--- config.mk ---
export PLATFORM = sky130hd
export DESIGN_NAME = reg_file_wr_demux32
export DESIGN_NICKNAME = d
export VERILOG_FILES = /design/src/rtl/cpu_pkg.sv /design/src/rtl/dec5to32.sv /design/src/rtl/reg_file_wr_demux32.sv
export SDC_FILE = /design/constraint.sdc
export NUM_CORES = 2
export LEC_CHECK = 0
export ABC_AREA = 1
export CORE_MARGIN = 3
export CORE_UTILIZATION = 39
export DETAILED_ROUTE_END_ITERATION = 6
export DONT_BUFFER_PORTS = 1
export MAX_ROUTING_LAYER = met4
export PLACE_DENSITY = 0.53
export SETUP_SLACK_MARGIN = 0.2
export SYNTH_ARGS = -nofsm -noshare
export SYNTH_HDL_FRONTEND = slang
export SYNTH_SLANG_ARGS = --single-unit
--- constraint.sdc ---
create_clock -name clk -period 34.6 [get_ports clk]
set_input_delay 1.73 -clock clk [delete_from_list [all_inputs] [get_ports clk]]
set_output_delay 1.73 -clock clk [all_outputs]
set_load 0.1 [all_outputs]
--- src/rtl/cpu_pkg.sv ---
// rtl/cpu_pkg.sv - shared datapath widths and types for the single-cycle CPU
package cpu_pkg;

  localparam int DATA_W = 32;
  localparam int ADDR_W = 5;
  localparam int NREG   = 2 ** ADDR_W;
  localparam int CNT_W  = 16;

  localparam logic [ADDR_W-1:0] REG_ZERO = 5'd0;

  typedef logic [DATA_W-1:0] word_t;

endpackage

--- src/rtl/dec5to32.sv ---
// rtl/dec5to32.sv - write-enable demux: index to one-hot, all-zero when disabled
module dec5to32 #(
  parameter int AW = cpu_pkg::ADDR_W
) (
  input  logic              wr_en,
  input  logic [AW-1:0]     addr,
  output logic [2**AW-1:0]  onehot
);

  always_comb begin
    onehot = '0;
    if (wr_en) begin
      onehot[addr] = 1'b1;
    end
  end

endmodule

--- src/rtl/reg_file_wr_demux32.sv ---
// rtl/reg_file_wr_demux32.sv - 32-entry register file, one demuxed write port, two comb read ports
// Register 0 is hard-wired to zero; BYPASS forwards the in-flight write word to matching reads.
module reg_file_wr_demux32 #(
  parameter int DATA_W = cpu_pkg::DATA_W,
  parameter int ADDR_W = cpu_pkg::ADDR_W,
  parameter bit BYPASS = 1'b1
) (
  input  logic                 clk,
  input  logic                 rst,
  input  logic                 wr_en,
  input  logic [ADDR_W-1:0]    wr_addr,
  input  logic [DATA_W-1:0]    wr_data,
  input  logic [ADDR_W-1:0]    rd_addr_a,
  input  logic [ADDR_W-1:0]    rd_addr_b,
  output logic [DATA_W-1:0]    rd_data_a,
  output logic [DATA_W-1:0]    rd_data_b,
  output logic [2**ADDR_W-1:0] wr_onehot_q,
  output logic [15:0]          wr_count_q
);

  localparam int NREG = 2 ** ADDR_W;
  localparam logic [ADDR_W-1:0] ZERO_IDX = ADDR_W'(cpu_pkg::REG_ZERO);

  logic [NREG-1:0]   dec_onehot;
  logic [NREG-1:0]   wr_sel;
  logic              commit;
  logic [DATA_W-1:0] mem_q [NREG];
  logic [DATA_W-1:0] mem_d [NREG];
  logic [NREG-1:0]   wr_onehot_d;
  logic [15:0]       wr_count_d;
  logic              hit_a;
  logic              hit_b;

  dec5to32 #(
    .AW (ADDR_W)
  ) u_dec (
    .wr_en  (wr_en),
    .addr   (wr_addr),
    .onehot (dec_onehot)
  );

  // Bit 0 is masked so a write to the zero register never commits.
  assign wr_sel = {dec_onehot[NREG-1:1], 1'b0};
  assign commit = |wr_sel;

  always_comb begin
    for (int i = 0; i < NREG; i++) begin
      mem_d[i] = mem_q[i];
      if (wr_sel[i]) begin
        mem_d[i] = wr_data;
      end
    end
    mem_d[0] = '0;
  end

  always_comb begin
    wr_onehot_d = wr_sel;
    wr_count_d  = wr_count_q + 16'(commit);
  end

  always_ff @(posedge clk or posedge rst) begin
    if (rst) begin
      for (int i = 0; i < NREG; i++) begin
        mem_q[i] <= '0;
      end
      wr_onehot_q <= '0;
      wr_count_q  <= '0;
    end else begin
      for (int i = 0; i < NREG; i++) begin
        mem_q[i] <= mem_d[i];
      end
      wr_onehot_q <= wr_onehot_d;
      wr_count_q  <= wr_count_d;
    end
  end

  always_comb begin
    hit_a = BYPASS && commit && (rd_addr_a == wr_addr);
    hit_b = BYPASS && commit && (rd_addr_b == wr_addr);
  end

  // Reset forces zero even when a bypass would otherwise forward wr_data.
  always_comb begin
    rd_data_a = '0;
    rd_data_b = '0;
    if (!rst) begin
      if (rd_addr_a != ZERO_IDX) begin
        rd_data_a = hit_a ? wr_data : mem_q[rd_addr_a];
      end
      if (rd_addr_b != ZERO_IDX) begin
        rd_data_b = hit_b ? wr_data : mem_q[rd_addr_b];
      end
    end
  end

endmodule
## Yosys cells after proc, flatten, opt, wreduce, memory -nomap -nowiden

Cells that the tools add are included.

- Register bits after elaboration: 1,039
- Output and inout bits: 112
- Input bits: 50
- Logic and storage cells: 63

- Muxes and demuxes: 15
- Reductions and logical operators: 6
- Add/subtract/negate cells: 1
- Equal/unequal tests: 2
- Bitwise operators: 2
- Order comparisons: 4

Operator list:

| kind | number |
|---|---|
| two-way mux 32 bit | 11 |
| binary-select mux 32 bit (select 5 bit) | 2 |
| OR reduction 31 bit | 1 |
| adder 16 x 1 -> 16 bit | 1 |
| >= comparator 6 bit, second input constant | 2 |
| inverter 5 -> 6 bit | 2 |
| equality test 5 bit | 2 |
| nonzero test 5 bit | 2 |
| less-than comparator 5 x 6 -> 1 bit, second input constant | 1 |
| demux 1 bit (select 5 bit) | 1 |
| >= comparator 5 x 1 -> 1 bit, second input constant | 1 |
| logical AND 1 bit | 3 |
| two-way mux 1 bit | 1 |

## Longest topological paths before layout

- Depth in word-level cells: 10
- Mapped depth: 16
- Depth with buffers taken out: 14

## By module

From an unflattened synthesis, not the netlist that was laid out.

- Cells, all modules: 8,593
- Area total of the unflattened synthesis: 58,393.5 um2

Modules (own cells, without submodules):

| module | instances | cells an instance | area an instance (um2) | sequential area each (um2) |
|---|---|---|---|---|
| reg_file_wr_demux32 | 1 | 8,543 | 58,193.3 | 25,999.9 |
| dec5to32 | 1 | 50 | 200.2 | 0.0 |

## Worst setup path before layout

OpenSTA, ideal clock, no wires.

- Path kind: input-to-output
- Start point: in rst
- End point: out rd_data_b[10]
- Arrival: 25,550 ps
- Stages on the path: 6
- Slack: 7,320 ps
- Path buffers: 1
- Path through: inv_1 nand2_1 inv_1 buf_1 nand2_1 nor2_1

- Cells in the longest elaborated chain, start to end: 1

Ends and longest elaborated chain:

| element | line | text |
|---|---|---|
| start, declared | reg_file_wr_demux32.sv:9 | `input logic rst,` |
| two-way mux 32 bit | reg_file_wr_demux32.sv:86 | `if (!rst) begin` |
| end, declared | reg_file_wr_demux32.sv:16 | `output logic [DATA_W-1:0] rd_data_b,` |

No other way between the ends.

## Final worst setup path

- Start point: in rd_addr_a[0]
- End point: out rd_data_a[7]

- Cells in the longest elaborated chain, start to end: 7

Ends and longest elaborated chain:

| element | line | text |
|---|---|---|
| start, declared | reg_file_wr_demux32.sv:13 | `input logic [ADDR_W-1:0] rd_addr_a,` |
| inverter 5 -> 6 bit (implied by the code) | reg_file_wr_demux32.sv:88 | `rd_data_a = hit_a ? wr_data : mem_q[rd_addr_a];` |
| binary-select mux 32 bit (select 5 bit) | reg_file_wr_demux32.sv:88 |  |
| two-way mux 32 bit (implied by the code) (2 in series) | reg_file_wr_demux32.sv:88 |  |
| two-way mux 32 bit | reg_file_wr_demux32.sv:88 |  |
| two-way mux 32 bit (*) | reg_file_wr_demux32.sv:87 | `if (rd_addr_a != ZERO_IDX) begin` |
| two-way mux 32 bit (*) | reg_file_wr_demux32.sv:86 |  |
| end, declared | reg_file_wr_demux32.sv:15 | `output logic [DATA_W-1:0] rd_data_a,` |

Mark *: on every way between the ends. The rest lies on a longest branch, timed or not. The select of a mux whose other input is x is not followed.

==> impl_metrics.csv <==
group,metric,value,unit
synthesis,yosysTopAreaCellShare,44.5,%
placement,place_ws,26.88,ns
setup_path,startpoint_type,"input pin",
die,start_util,39.4,%
global_route,globalRouteOverflowTotal,0,
timing,worstMarginPinSlew,2.47,ns
power,design_power_total,3.79,mW
placement,hpwl,143000,um
synthesis,post_synth_num_cell_types,28,
cts,cts_hold_repair.buffers,0,
die,dieArea,0.155,mm^2
detailed_routing,detailroute.via_count,59400,
finish,post_route_cells_drive_above_1_share,5.95,%
die,ioPinCount,162,
synthesis,ys_warn_count,0,
setup_path,cp_data_required_time,32.87,ns
synthesis,postSynthCellCount,8618,
synthesis,post-synth-top-count-cell,"sky130_fd_sc_hd__nand2_1",
timing,setup_total_negative_slack,0,ns
synthesis,top_post_synthesis_cells_by_area,"sky130_fd_sc_hd__dfrtp_1, sky130_fd_sc_hd__nand2_1, sky130_fd_sc_hd__nand3_1",
detailed_routing,first_pass_iters,7,
cts,cts_tree,"yes",
cts,post_cts_setup_repair_buffer_count,0,
global_route,via_count_of_the_first_global_routing_pass,53900,
timing,hold_viol,0,
detailed_routing,drt_drc_violations_left,14,
power,powerDensity,59.5,mW/mm^2
synthesis,share_of_the_yosys_chip_area_belonging_to_registers,44.5,%
power,p_switching,1.24,mW
synthesis,syn_area,0.0585,mm^2
synthesis,synthDominantAreaCellType,"sky130_fd_sc_hd__dfrtp_1",
min_path,hold_class,"reg2reg",
power,sequentialPowerShare,43.6,%
synthesis,synth_enable_flop_cells,0,
power,peak_ir_drop_on_the_vdd_network,48.8,uV
detailed_routing,route.detailed.wl_per_inst,26.0,um
timing,max_freq,105,MHz
finish,nFillCells,15400,
power,comb_power_share,19.0,%
timing,rsz0062_at_grt,"no",
die,die_w,393,um
run_status,result_of_the_run,"finished, violations left",
die,die-height,393,um
detailed_routing,route.detailed.vias_per_inst,5.78,
placement,finalWeightedCongestion,0.905,
setup_path,critical_path_at,7.83,ns
timing,max_slew_margin,-64.9,%
timing,final_period_minus_worst_setup_slack,9.56,ns
power,power_report.internal_total,2.55,mW
cts,ctsResizeCount,0,
cts,tritoncts_num_sinks,1039,
global_route,grt_max_degree,572,
power,part_of_the_power_in_the_clock_network,37.4,%
placement,port-buffer-count,0,
synthesis,syn_nets,8670,
setup_path,critical_path.endpoint_type,"output pin",
global_route,grt_pass1_wl,385000,um
timing,post-route-worst-setup-slack,25.04,ns
cts,number_of_buffers_inserted_during_clock_tree_synthesis,133,
run_status,failed_checks,"DRC, slew limit",
die,core,0.148,mm^2
finish,finish.net_count,8221,
cts,cts-htree-levels,4,
detailed_routing,first_iter_violations,7469,
synthesis,synth-main-ff-cell,"sky130_fd_sc_hd__dfrtp_1",
setup_path,setup.worst_path.class,"in2out",
cts,max-clock-path-buffers,3,
timing,clock-skew-final,0.0136,ns
timing,number_of_max_slew_violations_in_the_final_report,528,
timing,setup-violations-final,0,
finish,area_growth_syn_to_layout,8.89,%
synthesis,synthTopCellsByCount,"sky130_fd_sc_hd__nand2_1, sky130_fd_sc_hd__nand3_1, sky130_fd_sc_hd__dfrtp_1, sky130_fd_sc_hd__o21ai_0, sky130_fd_sc_hd__nor2_1",
global_route,globalRouteTotalUtil,35.0,%
run,cap_violations,0,
detailed_routing,postRouteWirelength,267000,um
global_route,grt_antenna_before_repair,8,
power,switching_fraction,32.8,%
synthesis,postSynth.asyncResetShare,100,%
cts,clk_root_buffer_cell,"sky130_fd_sc_hd__clkbuf_16",
timing,timing.final.crit_share,27.6,%
die,placementRows,141,
cts,cts.clk_slew.worst_paths,0.05,ns
detailed_routing,ant_nets,0,
power,leakage,29.6,nW
synthesis,synth_seq_cells,1039,
synthesis,postSynthAreaPerCell,6.78,um^2
cts,clock_latency,0.75,ns
setup_path,crit_path_max_fanout,571,
## kinds of logic (layout without fill, tap and decap cells)
group,after synthesis,after routing,synth area share (%)
buffers and inverters,1068,713,7.60
other,1,12,0.00641
flip-flops,1039,1039,44.5
XOR/XNOR,22,22,0.330
AND/OR/NAND/NOR,5218,5218,36.6
adder cells (fa/ha/maj),2,2,0.0428
AO/OA/AOI/OAI,1268,1268,11.0
## area by class of cell
| type | instances | area, um^2 | share of cell area, % |
|---|---|---|---|
| Multi-Input combinational cell | 6511 | 28300 | 44.5 |
| Sequential cell | 1039 | 26000 | 40.8 |
| Clock inverter | 35 | 423 | 0.664 |
| Tap cell | 2002 | 2500 | 3.94 |
| Clock buffer | 194 | 3930 | 6.18 |
| Timing Repair Buffer | 144 | 1140 | 1.80 |
| Inverter | 340 | 1320 | 2.07 |
| Antenna cell | 11 | 27.5 | 0.0432 |
## through the flow
stage | instance area (um^2) | util (%) | hold WS [ns] | cells
6_report | 63700 | 42.9 | 0.506 | 10300
3_5_place_dp | 59300 | 40.0 | 0.494 | 10000
5_1_grt | 63600 | 42.9 | 0.524 | 10300
2_1_floorplan | 58500 | - | 0.470 | 8618
4_1_cts | 63600 | 42.9 | 0.508 | 10300
3_3_place_gp | 59300 | 40.0 | 0.488 | 10000
## per-layer routing
layer	global-route usage (%)	up-vias	share of wire [%]
met5	-	-	0
met3	8.26	740	11
met2	50.9	3338	43
met1	46.9	28500	42
met4	14.4	0	4.7
li1	-	26800	-
## worst max-delay path, stage by stage
cell,delay (ns)
sky130_fd_sc_hd__inv_8,1.60
sky130_fd_sc_hd__buf_4,0.90
sky130_fd_sc_hd__buf_4,0.71
sky130_fd_sc_hd__nand2_1,0.11
sky130_fd_sc_hd__nand3_1,0.10
sky130_fd_sc_hd__nand3_1,0.08
sky130_fd_sc_hd__nand3_1,0.12
sky130_fd_sc_hd__nand2_1,0.08
sky130_fd_sc_hd__nor2_1,0.21
sky130_fd_sc_hd__nor2_1,0.12
sky130_fd_sc_hd__nor2_2,0.91
## placed cells by master (no fill, tap or decap), types with 63 or more instances in the layout
| cell type | instances |
|---|---|
| sky130_fd_sc_hd__nor3_1 | 63 |
| sky130_fd_sc_hd__inv_1 | 297 |
| sky130_fd_sc_hd__nand3_1 | 1267 |
| sky130_fd_sc_hd__nor2_2 | 74 |
| sky130_fd_sc_hd__o21ai_1 | 83 |
| sky130_fd_sc_hd__o21ai_0 | 987 |
| sky130_fd_sc_hd__buf_4 | 139 |
| sky130_fd_sc_hd__nand2_1 | 3120 |
| sky130_fd_sc_hd__nor2_1 | 661 |
| sky130_fd_sc_hd__dfrtp_1 | 1039 |
| sky130_fd_sc_hd__clkbuf_16 | 136 |
| sky130_fd_sc_hd__a21oi_1 | 171 |
## sequential cells by signal (all words and copies together) (netlist names)
name	count
wr_onehot_q	31
wr_count_q	16
mem_q	992
## worst paths after layout
path | cells past startpoint | to | startpoint | slack [ns]
min in group asynchronous | 1 | wr_count_q[4] | rst | 0.91
setup reg to reg | 7 | wr_count_q[15] | wr_count_q[0] | 31.86
max in group asynchronous | 4 | mem_q[656] | rst | 30.67
hold reg to reg | 2 | mem_q[832] | mem_q[832] | 0.51
hold / removal | 2 | mem_q[832] | mem_q[832] | 0.51
setup / recovery | 11 | rd_data_a[7] | rd_addr_a[0] | 25.04
## power groups by stage
stage                     Sequential (mW)  Clock (mW)  Combinational [mW]
after floorplan                      1.63           0               0.578
after global placement               1.66           0               0.696
after detailed placement             1.67           0               0.709
after CTS                            1.65        1.43               0.711
after global routing                 1.68        1.48               0.816
final                                1.65        1.42               0.719
Note: power is estimated with default switching activity, not from simulation.
